<file path="config.mk">
export PLATFORM = sky130hd
export DESIGN_NAME = pc_unit
export DESIGN_NICKNAME = d
export VERILOG_FILES = /design/src/rtl/pc_unit.sv
export SDC_FILE = /design/constraint.sdc
export NUM_CORES = 1
export LEC_CHECK = 0
export BUFFER_PORTS_ARGS = -buffer_cell sky130_fd_sc_hd__buf_2
export CORE_ASPECT_RATIO = 0.7
export CORE_UTILIZATION = 40
export CTS_CLUSTER_DIAMETER = 50
export CTS_CLUSTER_SIZE = 25
export DETAILED_ROUTE_END_ITERATION = 6
export PLACE_DENSITY = 0.7
export SYNTH_ARGS = -nofsm -noshare
export SYNTH_HDL_FRONTEND = slang
export SYNTH_SLANG_ARGS = --single-unit
</file>
<file path="constraint.sdc">
create_clock -name i_clk -period 2.1 [get_ports i_clk]
set_input_delay 0.315 -clock i_clk [delete_from_list [all_inputs] [get_ports i_clk]]
set_output_delay 0.315 -clock i_clk [all_outputs]
set_load 0.005 [all_outputs]
</file>
<file path="src/rtl/pc_unit.sv">
// pc_unit: program-counter unit for the IF stage of the pipelined MIPS core.
// Holds the fetch PC and picks the next PC from sequential increment, branch
// redirect, jump redirect, stall hold or halt. Supports continuous-run and
// debug single-step modes, traps misaligned redirect targets and counts
// consumed fetches for the debug unit.
//
// Ports:
//   i_clk, i_reset       clock, synchronous active-high reset
//   i_enable             global stage enable; 0 freezes every register
//   i_start, i_mode_step leave IDLE; mode (1 = single-step, 0 = run)
//   i_step               debug step request pulse
//   i_stall, i_halt      hazard stall (hold PC), halt instruction detected
//   i_branch_taken/addr  branch redirect request and target
//   i_jump/addr          jump redirect request and target
//   o_pc                 current fetch address (registered)
//   o_pc_plus            o_pc + PC_STEP (combinational link value)
//   o_valid              fetch at o_pc consumed this cycle
//   o_halted             state is HALTED
//   o_addr_err           sticky misaligned-redirect flag
//   o_state              IDLE=00, RUN=01, STEP=10, HALTED=11
//   o_fetch_count        saturating count of cycles with o_valid=1
module pc_unit #(
  parameter int unsigned             SIZE_ADDR_PC = 32,
  parameter int unsigned             PC_STEP      = 4,
  parameter logic [SIZE_ADDR_PC-1:0] RESET_ADDR   = '0,
  parameter int unsigned             COUNT_WIDTH  = 32
) (
  input  logic                    i_clk,
  input  logic                    i_reset,
  input  logic                    i_enable,
  input  logic                    i_start,
  input  logic                    i_mode_step,
  input  logic                    i_step,
  input  logic                    i_stall,
  input  logic                    i_halt,
  input  logic                    i_branch_taken,
  input  logic [SIZE_ADDR_PC-1:0] i_branch_addr,
  input  logic                    i_jump,
  input  logic [SIZE_ADDR_PC-1:0] i_jump_addr,
  output logic [SIZE_ADDR_PC-1:0] o_pc,
  output logic [SIZE_ADDR_PC-1:0] o_pc_plus,
  output logic                    o_valid,
  output logic                    o_halted,
  output logic                    o_addr_err,
  output logic [1:0]              o_state,
  output logic [COUNT_WIDTH-1:0]  o_fetch_count
);

  localparam logic [1:0] StIdle   = 2'b00;
  localparam logic [1:0] StRun    = 2'b01;
  localparam logic [1:0] StStep   = 2'b10;
  localparam logic [1:0] StHalted = 2'b11;

  localparam logic [SIZE_ADDR_PC-1:0] StepInc   = SIZE_ADDR_PC'(PC_STEP);
  // PC_STEP is a power of two, so the low bits below it must be zero.
  localparam logic [SIZE_ADDR_PC-1:0] AlignMask = SIZE_ADDR_PC'(PC_STEP - 1);

  logic [SIZE_ADDR_PC-1:0] pc_q, pc_d, pc_plus, target;
  logic [1:0]              state_q, state_d;
  logic                    pend_q, pend_d;
  logic                    err_q, err_d;
  logic [COUNT_WIDTH-1:0]  cnt_q, cnt_d;
  logic                    adv, redirect, valid;

  assign pc_plus = pc_q + StepInc;

  always_comb begin
    pc_d     = pc_q;
    state_d  = state_q;
    pend_d   = pend_q;
    err_d    = err_q;
    cnt_d    = cnt_q;
    valid    = 1'b0;
    adv      = i_enable && ((state_q == StRun) ||
                            ((state_q == StStep) && (pend_q || i_step)));
    redirect = i_branch_taken || i_jump;
    // Branch wins over a simultaneous jump.
    target   = i_branch_taken ? i_branch_addr : i_jump_addr;

    if (i_enable) begin
      case (state_q)
        StIdle: begin
          if (i_start) state_d = i_mode_step ? StStep : StRun;
        end
        StRun, StStep: begin
          // A step blocked by a stall stays pending; repeated pulses collapse.
          if ((state_q == StStep) && i_step) pend_d = 1'b1;
          if (adv) begin
            if (i_halt) begin
              state_d = StHalted;
              pend_d  = 1'b0;
            end else if (redirect) begin
              if ((target & AlignMask) != '0) begin
                err_d   = 1'b1;
                state_d = StHalted;
                pend_d  = 1'b0;
              end else begin
                pc_d   = target;
                valid  = 1'b1;
                pend_d = 1'b0;
              end
            end else if (!i_stall) begin
              pc_d   = pc_plus;
              valid  = 1'b1;
              pend_d = 1'b0;
            end
          end
        end
        default: ;  // HALTED: everything holds until reset
      endcase
    end

    if (valid && !(&cnt_q)) cnt_d = cnt_q + COUNT_WIDTH'(1);
  end

  always_ff @(posedge i_clk) begin
    if (i_reset) begin
      pc_q    <= RESET_ADDR;
      state_q <= StIdle;
      pend_q  <= 1'b0;
      err_q   <= 1'b0;
      cnt_q   <= '0;
    end else if (i_enable) begin
      pc_q    <= pc_d;
      state_q <= state_d;
      pend_q  <= pend_d;
      err_q   <= err_d;
      cnt_q   <= cnt_d;
    end
  end

  assign o_pc          = pc_q;
  assign o_pc_plus     = pc_plus;
  assign o_valid       = valid;
  assign o_halted      = (state_q == StHalted);
  assign o_addr_err    = err_q;
  assign o_state       = state_q;
  assign o_fetch_count = cnt_q;

endmodule

</file>
==> run metrics, run 1 <==
status complete, but fails checks; violated checks negative setup slack; CP startpoint kind flip-flop; first-pass GRT wire length 27000 microns; Final Hold Viols 0; Max-Cap Viols 0; Setup WS post-layout -0.117 ns; Power Density 449 nW/um^2; synth warn 0; clock latency on the worst-skew pair 0.33 ns; vias in the first global route 5282; Congestion Overflow GR 0; Die W 130 microns; drt first pass iters 5; die area 11900 sq um; crit path max fanout 3; Global Route Usage Sum 29.2%; count of final setup violators 32; IO Pins 175; routability cong. 0.909; nets@finish 949; Port Buffer Count 174; WS Path Type reg2out; num rows 32; Vias/cell 6.04; initial antenna violation count 0; Worst EP arrival 1.90 ns; Clock Tree Buf Depth 2; Crit path max-delay family simple AND/OR/NAND/NOR gates; Area Growth Syn to Fin 69.8%; Slew @ Worst Pin 0.533 ns; Initial Util 41.4%; cells along the critical path and4_4 -> nand4_1 -> nor4b_4 -> buf_4 -> xor2_1 -> buf_2; Synth cell types 61; DP HPWL 12700 microns; RSZ-0062 raised after global routing yes; Reg clk slew, reported paths 0.06 ns; Crit path largest cell delay 0.34 ns; largest net degree at the start of global routing 39; die height 91.6 microns; Worst Hold Class in2reg; crit share post-route 106%; DRC 0; share of cells above drive strength 1 53.8%; crit path capture type output port; Syn Inst Count 592; Util after Layout 70.2%; final hold slack 0.287 ns; Final ANT Viol Nets 0; prevailing post-synth register cell dfxtp_1; TritonCTS clock tree built; H-tree depth reported by CTS 3; ys async rst share 0%; total core area 11100 sq um; DRT iter0 DRCs 547; final WL 19900 microns; clock buffer count from CTS 9; most common cell after layout, fill and taps aside buf_2; Seq/Total Area, Yosys 29.7%; Mean Syn Cell Area 7.75 sq um; Max transition margin 64.3%; worst endpoint required time 1.78 ns; root buf cell clkbuf_16; CTS sink count 68; commonest non-fill, non-tap cells in the layout buf_2, buf_4, a21oi_1, dfxtp_1, o21ai_0; crit path time final 2.22 ns; synthesized flop and latch total 68; Avg WL per Cell 19.3 microns; Synth Cell Area 4590 sq um; Mapped Nets 672; Max stage delay cell, worst path dfxtp_2; hold_buf cts 0; dpl ws -0.165 ns; leakage 3.40 nW; fmax 451 MHz; Critical path buffers and inverters 2; number of flops mapped to enable cells by yosys 0; Worst Skew 0.00678 ns; via count 6207; VDD IR max 0.000418 V; max-slew violation count 0
-- synth_stat cells, types with 5 or more instances --
master | n | area share, %
and4_1 | 8 | 1.5
buf_2 | 6 | 0.65
clkbuf_1 | 35 | 2.9
ha_1 | 6 | 1.6
o21ai_0 | 45 | 4.9
nor3_1 | 10 | 1.1
o211ai_1 | 10 | 1.6
a32o_1 | 5 | 1.1
o31ai_1 | 17 | 2.8
nor4_1 | 8 | 1.1
a22oi_1 | 11 | 1.8
a22o_1 | 7 | 1.3
a21o_1 | 7 | 1.1
or3_1 | 14 | 1.9
o41ai_1 | 6 | 1.1
nand4_1 | 32 | 4.4
xor2_1 | 9 | 1.7
nor2_1 | 27 | 2.2
a21oi_1 | 61 | 6.7
a31oi_1 | 8 | 1.1
inv_1 | 14 | 1.1
and3_1 | 12 | 1.6
dfxtp_1 | 68 | 30
nand2_1 | 37 | 3.0
xnor2_1 | 19 | 3.6
or4_1 | 13 | 2.1
nand3_1 | 30 | 3.3
-- power by group --
group | internal, mW | total (mW) | switching (mW)
logic | 0.387 | 0.786 | 0.399
registers | 1.32 | 1.34 | 0.0247
clock network | 0.795 | 1.37 | 0.574
total | 2.50 | 3.50 | 0.998
-- cell type report --
class | instances | area [sq um]
Sequential cell | 68 | 1410
Multi-Input combinational cell | 458 | 3610
Fill cell | 862 | 3300
Antenna cell | 1 | 2.50
Inverter | 16 | 65.1
Clock inverter | 3 | 15.0
Timing Repair Buffer | 316 | 2260
Tap cell | 153 | 191
Clock buffer | 13 | 240
-- per-stage QoR --
step,power [mW],setup TNS (ns),cells,instance area (sq um)
3_5_place_dp,1.99,-1.52,963,6220
2_1_floorplan,1.68,0,592,4630
6_report,3.50,-1.22,1028,7790
3_3_place_gp,1.95,-0.176,963,6220
4_1_cts,3.38,-0.136,997,6850
5_1_grt,3.62,-4.25,1027,7790
-- state kept, by name, summed over array words and instances (netlist names) --
register / cells
o_state: 2
o_addr_err: 1
o_fetch_count: 32
o_pc: 32
pend_q: 1
-- kinds of logic after synthesis --
| group | share of synthesized area, % |
|---|---|
| mux | 1.31 |
| buf+inv | 6.41 |
| fa+ha+maj | 1.64 |
| simple gates | 27.9 |
| flops | 29.7 |
| compound gates | 27.7 |
| xor+xnor | 5.35 |
-- path summary, 6_finish.rpt --
| check | slack (ns) | start | endpoint | cells past startpoint |
|---|---|---|---|---|
| hold reg to reg | 0.44 | o_addr_err | o_addr_err | 2 |
| hold / removal | 0.29 | i_branch_addr[18] | o_pc[18] | 3 |
| setup reg to reg | -0.09 | o_state[1] | o_fetch_count[28] | 9 |
| setup / recovery | -0.12 | o_pc[7] | o_pc_plus[31] | 6 |
-- routing by layer --
layer	up-vias	GRT usage, %	part of all wire (%)
li1	2824	-	-
met1	2966	41.3	43
met2	374	43.9	46
met3	43	5.83	8.6
met4	0	9.21	2.5
met5	-	0	0
-- worst reg2reg max path, delay by kind of cell, from the launching register on --
kind                     cells  cell delay, ns
buffers and inverters        3            0.39
AND/OR/NAND/NOR              3            0.65
AO/OA/AOI/OAI                2            0.45
adder cells (fa/ha/maj)      1            0.28
flip-flops                   1            0.35
-- what timing repair did --
action | 4_1_cts | 5_1_grt
endpoints found under the setup margin | 41 | 64
pin swaps | 23 | 68
setup buffers | 17 | 21
resized for setup | 69 | 135
gates cloned | 2 | 9
(Power assumes the default switching activity.)
==> run 2: changes to the inputs <==
--- a/config.mk
+++ b/config.mk
@@ -5,13 +5,14 @@
 export SDC_FILE = /design/constraint.sdc
 export NUM_CORES = 1
 export LEC_CHECK = 0
+export ABC_AREA = 1
 export BUFFER_PORTS_ARGS = -buffer_cell sky130_fd_sc_hd__buf_2
 export CORE_ASPECT_RATIO = 0.7
 export CORE_UTILIZATION = 40
 export CTS_CLUSTER_DIAMETER = 50
 export CTS_CLUSTER_SIZE = 25
 export DETAILED_ROUTE_END_ITERATION = 6
-export PLACE_DENSITY = 0.7
+export PLACE_DENSITY = 0.69
 export SYNTH_ARGS = -nofsm -noshare
 export SYNTH_HDL_FRONTEND = slang
 export SYNTH_SLANG_ARGS = --single-unit
==> run metrics, run 2 <==
status finished clean; count of final setup violators 0 (-100%); Power Density 497 nW/um^2 (+11%); largest net degree at the start of global routing 36 (-7.7%); placed insts 1186 (+23%); Worst Hold Class in2reg; Area Growth Syn to Fin 36.7%; DRC 0 (unchanged); vias in the first global route 5273 (-0.17%); Hold Path Origin i_jump_addr[2]; synthesized flop and latch total 68 (unchanged); Initial Util 42.0% (+0.60 points); Reg clk slew, reported paths 0.06 ns (about the same); die height 95.8 microns (+4.5%); crit path capture type output port; routability cong. 1.03 (+13%); Area contributors post-synth dfxtp_1, nand2_1, nor2_1; Congestion Overflow GR 0 (unchanged); WHS Path Cells 3 (unchanged); num rows 33 (+3.1%); nets@finish 1130 (+19%); Synth top cells by count nand2_1, nor2_1, dfxtp_1; DP HPWL 14000 microns (+11%); Max-Cap Viols 0 (unchanged); Clock Tree Buf Depth 2 (unchanged); post-synth top area share 27.1% (-2.6 points); Global Route Usage Sum 29.0% (-0.13 points); reg2reg setup slack 0.14 ns (+0.23 ns); Final Hold Viols 0 (unchanged); fmax 480 MHz (+6.4%); Ant. Diodes 0 (-1); Synth area leader dfxtp_1; clock buffer count from CTS 9 (unchanged); clock latency on the worst-skew pair 0.34 ns (about the same); R2R depth 10 (+1); WS Path Type reg2out; final WL 18700 microns (-5.7%); Syn Inst Count 852 (+44%); via count 6273 (+1.1%); synth warn 0 (unchanged); max-slew violation count 0 (unchanged); H-tree depth reported by CTS 3 (unchanged); root buf cell clkbuf_16; IO Pins 175 (unchanged); crit path max fanout 3 (unchanged); Seq/Total Area, Yosys 27.1% (-2.6 points); CP startpoint kind flip-flop; TritonCTS clock tree built; crit share post-route 99.2% (-6.4 points); first-pass GRT wire length 28600 microns (+6.0%); post-layout instance count excluding filler cells 1211 (+18%); Worst Skew 0.00766 ns (+0.000881 ns); most common cell after layout, fill and taps aside nand2_1; crit path time final 2.08 ns (-0.134 ns); CTS sink count 68 (unchanged); Max transition margin 69.2% (+4.9 points); DRT iter0 DRCs 508 (-7.1%); Synth Cell Area 5020 sq um (+9.5%); most frequent cell after synthesis nand2_1; ys async rst share 0% (unchanged); worst endpoint required time 1.78 ns (about the same); Slew @ Worst Pin 0.461 ns (-0.0729 ns); Avg WL per Cell 15.5 microns (-20%); Vias/cell 5.18 (-14%); drt first pass iters 5 (unchanged); Final ANT Viol Nets 0 (unchanged); Worst EP arrival 1.77 ns (-0.13 ns); RSZ-0062 raised after global routing yes; die area 13000 sq um (+9.3%); total core area 12000 sq um (+8.0%); initial antenna violation count 0 (unchanged); Die W 136 microns (+4.6%); leakage 3.15 nW (-7.4%); hold path endpoint o_pc[2]; Mean Syn Cell Area 5.90 sq um (-24%); prevailing post-synth register cell dfxtp_1; r2r startpoint o_fetch_count[0]; R2R Path End o_fetch_count[27]; Synth cell types 32 (-48%); Pwr Total 3.41 mW (-2.4%); number of flops mapped to enable cells by yosys 0 (unchanged); Mapped Nets 932 (+39%); hold_buf cts 0 (unchanged); share of cells above drive strength 1 30.3% (-24 points); Port Buffer Count 174 (unchanged); fillers 1233 (+43%); commonest non-fill, non-tap cells in the layout nand2_1, buf_2, nor2_1, inv_1, a21oi_1; VDD IR max 0.000452 V (+8.1%)
run 2: cell types whose count changed in the layout (fill, tap and decap cells not counted), moves of 11 or more:
cell | before | now
nand4_1 | 32 | 1
nand2_1 | 33 | 295
o31ai_1 | 11 | 0
buf_4 | 103 | 37
nand3b_1 | 2 | 24
nand3_1 | 19 | 31
or4_4 | 11 | 0
nor2_4 | 3 | 14
nand2_2 | 1 | 15
buf_6 | 23 | 3
nor2_1 | 21 | 127
inv_1 | 10 | 55
run 2: what timing repair did:
action,in CTS,in global routing
cloned,1,0
endpoints found under the setup margin,16,51
setup buffers,2,8
gates resized for setup,27,55
endpoints found under the hold margin,0,0
pin swaps,3,14
run 2: metal layers:
layer | vias up | wire length [microns] | track usage (%)
met4 | 0 | 196 | 4.63
met5 | - | 0 | 0
met2 | 312 | 7290 | 40.1
met3 | 23 | 2030 | 7.37
met1 | 2811 | 9210 | 44.7
li1 | 3127 | - | -
run 2: layout make-up:
type                            count  area, sq um  area share (%)
Tap cell                          157          196            2.86
Multi-Input combinational cell    690         3480            50.7
Clock inverter                      4         25.0           0.364
Clock buffer                       11          253            3.68
Timing Repair Buffer              219         1290            18.9
Inverter                           62          233            3.39
Sequential cell                    68         1390            20.2
run 2: worst max path at each step:
stage	start	end	slack, ns	cells past startpoint
6_report	o_pc[3]	o_pc_plus[18]	0.02	8
2_1_floorplan	o_state[0]	o_valid	0.30	10
3_5_place_dp	o_state[0]	o_fetch_count[18]	0.1	10
5_1_grt	o_pc[3]	o_pc_plus[18]	-0.05	8
3_3_place_gp	o_pc[2]	o_pc_plus[30]	0.15	10
4_1_cts	o_pc[2]	o_pc_plus[30]	-0.008	10
run 2: report_power, final:
group	switching (mW)	total, mW	internal, mW
Sequential	0.0324	1.36	1.33
Clock	0.602	1.46	0.853
Combinational	0.329	0.601	0.272
run 2: cell families (layout without fill, tap and decap cells):
family                   after synthesis  in the layout  share of synthesized area [%]
AO/OA/AOI/OAI                        132            132                           15.7
XOR/XNOR                              19             19                           3.31
AND/OR/NAND/NOR                      533            533                           44.2
flip-flops                            68             68                           27.1
adder cells (fa/ha/maj)                6              6                           1.49
buffers and inverters                 94            296                           8.19
run 2: worst max-delay path, cell delays in order (launching register included):
cell and delay, ns:
dfxtp_2 0.36, ha_4 0.14, inv_2 0.05, nor2_4 0.11, buf_6 0.14, nand2_4 0.08
nor2_4 0.21, xor2_2 0.18, buf_2 0.14
run 2: stage by stage:
step	hold WS (ns)	utilization [%]	setup slack (ns)	setup TNS, ns	area, sq um
floorplan	0.461	-	0.298	0	5020
global placement	0.484	52.0	0.152	0	6220
detailed placement	0.477	52.0	0.0978	0	6220
CTS	0.290	55.6	-0.00786	-0.00786	6660
global route	0.321	57.3	-0.0459	-0.140	6870
finish	0.292	57.3	0.0174	0	6870
==> run 3: changes to the inputs <==
--- a/config.mk
+++ b/config.mk
@@ -12,7 +12,7 @@
 export CTS_CLUSTER_DIAMETER = 50
 export CTS_CLUSTER_SIZE = 25
 export DETAILED_ROUTE_END_ITERATION = 6
-export PLACE_DENSITY = 0.69
+export PLACE_DENSITY = 0.66
 export SYNTH_ARGS = -nofsm -noshare
 export SYNTH_HDL_FRONTEND = slang
 export SYNTH_SLANG_ARGS = --single-unit
==> constraint.sdc (replaced) <==
create_clock -name i_clk -period 2.3 [get_ports i_clk]
set_input_delay 0.345 -clock i_clk [delete_from_list [all_inputs] [get_ports i_clk]]
set_output_delay 0.345 -clock i_clk [all_outputs]
set_load 0.005 [all_outputs]
==> run metrics, run 3 (same netlist as run 2, synthesis figures left out) <==
DP HPWL 13700 microns (-1.9%); CP startpoint kind flip-flop; share of cells above drive strength 1 24.9% (-5.4 points); root buf cell clkbuf_16; Max stage delay cell, worst path dfxtp_2; Global Route Usage Sum 29.5% (+0.46 points); via count 6073 (-3.2%); Crit path largest cell delay 0.37 ns (about the same); Sw Share 26.2% (-2.0 points); crit share post-route 95.1%; sequential share of power 39.9% (about the same); largest net degree at the start of global routing 36 (unchanged); clock buffer count from CTS 9 (unchanged); Sw Pwr 0.821 mW (-15%); Pwr Total 3.14 mW (-8.2%); CTS sink count 68 (unchanged); Slew @ Worst Pin 0.468 ns (+0.00740 ns); crit path time final 2.19 ns; initial antenna violation count 0 (unchanged); Worst EP arrival 1.84 ns (+0.07 ns); num rows 33 (unchanged); post-layout instance count excluding filler cells 1191 (-1.7%); max-slew violation count 0 (unchanged); hold_buf cts 0 (unchanged); nets@finish 1111 (-1.7%); Port Buffer Count 174 (unchanged); vias in the first global route 5296 (+0.44%); Congestion Overflow GR 0 (unchanged); Cell Int Power 2.31 mW (-5.6%); WS Path Type reg2out; TritonCTS clock tree built; die area 13000 sq um (unchanged); final WL 18800 microns (+0.11%); Max transition margin 68.7% (-0.50 points); first-pass GRT wire length 29100 microns (+1.7%); DRT iter0 DRCs 512 (+0.79%); worst endpoint required time 1.96 ns (+0.18 ns); leakage 3.01 nW (-4.4%); VDD IR max 0.000386 V (-15%); crit path capture type output port; crit path max fanout 6 (+3); status finished clean; Vias/cell 5.10 (-1.6%); Die W 136 microns (unchanged); final setup TNS 0 ns (unchanged); Area Growth Syn to Fin 30.8%; Power Density 477 nW/um^2 (-4.0%); routability cong. 0.998 (-3.2%); cells along the critical path ha_1 -> inv_1 -> nor2_4 -> nand2_2 -> nor2_1 -> xor2_1 -> buf_2; placed insts 1170 (-1.3%); Worst Hold Class in2reg; Final Hold Viols 0 (unchanged); count of final setup violators 0 (unchanged); fmax 457 MHz; RSZ-0062 raised after global routing no; Reg clk slew, reported paths 0.05 ns (about the same); Final ANT Viol Nets 0 (unchanged); commonest non-fill, non-tap cells in the layout nand2_1, buf_2, nor2_1, inv_1, dfxtp_1; Worst Skew 0.00872 ns (+0.00106 ns); die height 95.8 microns (unchanged); IO Pins 175 (unchanged); Initial Util 42.0% (unchanged); clock latency on the worst-skew pair 0.32 ns (-0.02 ns); Ant. Diodes 0 (unchanged); clock group share of total power 44.5% (+1.9 points); H-tree depth reported by CTS 3 (unchanged); most common cell after layout, fill and taps aside nand2_1; Avg WL per Cell 15.7 microns (+1.8%); Clock Tree Buf Depth 2 (unchanged); Combinational Power Share 15.6% (-2.0 points); total core area 12000 sq um (unchanged); DRC 0 (unchanged); drt first pass iters 5 (unchanged); Max-Cap Viols 0 (unchanged)
==> run 3: what timing repair did <==
item / CTS / global route
pin swaps: 1 / 0
endpoints found under the setup margin: 10 / 29
gates cloned: 2 / 0
gates resized for setup: 10 / 17
setup buffers: 1 / 4
hold endpoints to repair: 0 / 0
==> run 3: metal layers <==
metal	global-route usage, %	share of wire, %	routed length (microns)
met5	0	0	0
met3	8.06	9.6	1800
met1	45.7	52	9750
met4	4.17	0.47	89
met2	40.1	38	7110
==> run 3: final timing paths <==
path | startpoint | end | slack, ns | cells past startpoint
max | o_pc[2] | o_pc_plus[16] | 0.11 | 7
min reg2reg | o_pc[0] | o_pc[0] | 0.49 | 1
max reg2reg | o_fetch_count[0] | o_fetch_count[26] | 0.29 | 10
min | i_jump_addr[8] | o_pc[8] | 0.35 | 5
==> run 3: power by group through the flow <==
stage               registers, mW  logic, mW  clock network (mW)
floorplan                    1.27      0.270                   0
global placement             1.27      0.448                   0
detailed placement           1.27      0.447                   0
CTS                          1.25      0.458                1.43
global route                 1.26      0.550                1.47
finish                       1.25      0.488                1.40
==> run 3: worst max-delay path, delay by kind of cell (launching register included) <==
| kind | cells | cell delay (ns) |
|---|---|---|
| xor+xnor | 1 | 0.22 |
| fa+ha+maj | 1 | 0.17 |
| buf+inv | 2 | 0.26 |
| flops | 1 | 0.37 |
| simple gates | 3 | 0.50 |
==> run 3: area by class of cell <==
class                   count  area, sq um
repair buffers            200         1140
well taps                 157          196
multi-input cells         690         3340
clock buffers              12          256
flip-flops and latches     68         1370
inverters                  62          233
clock inverters             2         35.0
fillers                  1234         5400
==> run 3: per-stage QoR <==
step	worst slack [ns]	cell area (sq um)	util [%]	hold slack [ns]
final	0.114	6570	54.9	0.350
after detailed placement	0.151	6090	50.9	0.480
after floorplan	0.468	5020	-	0.461
after global routing	0.0110	6570	54.9	0.384
after CTS	0.00394	6480	54.2	0.340
after global placement	0.256	6090	50.9	0.481
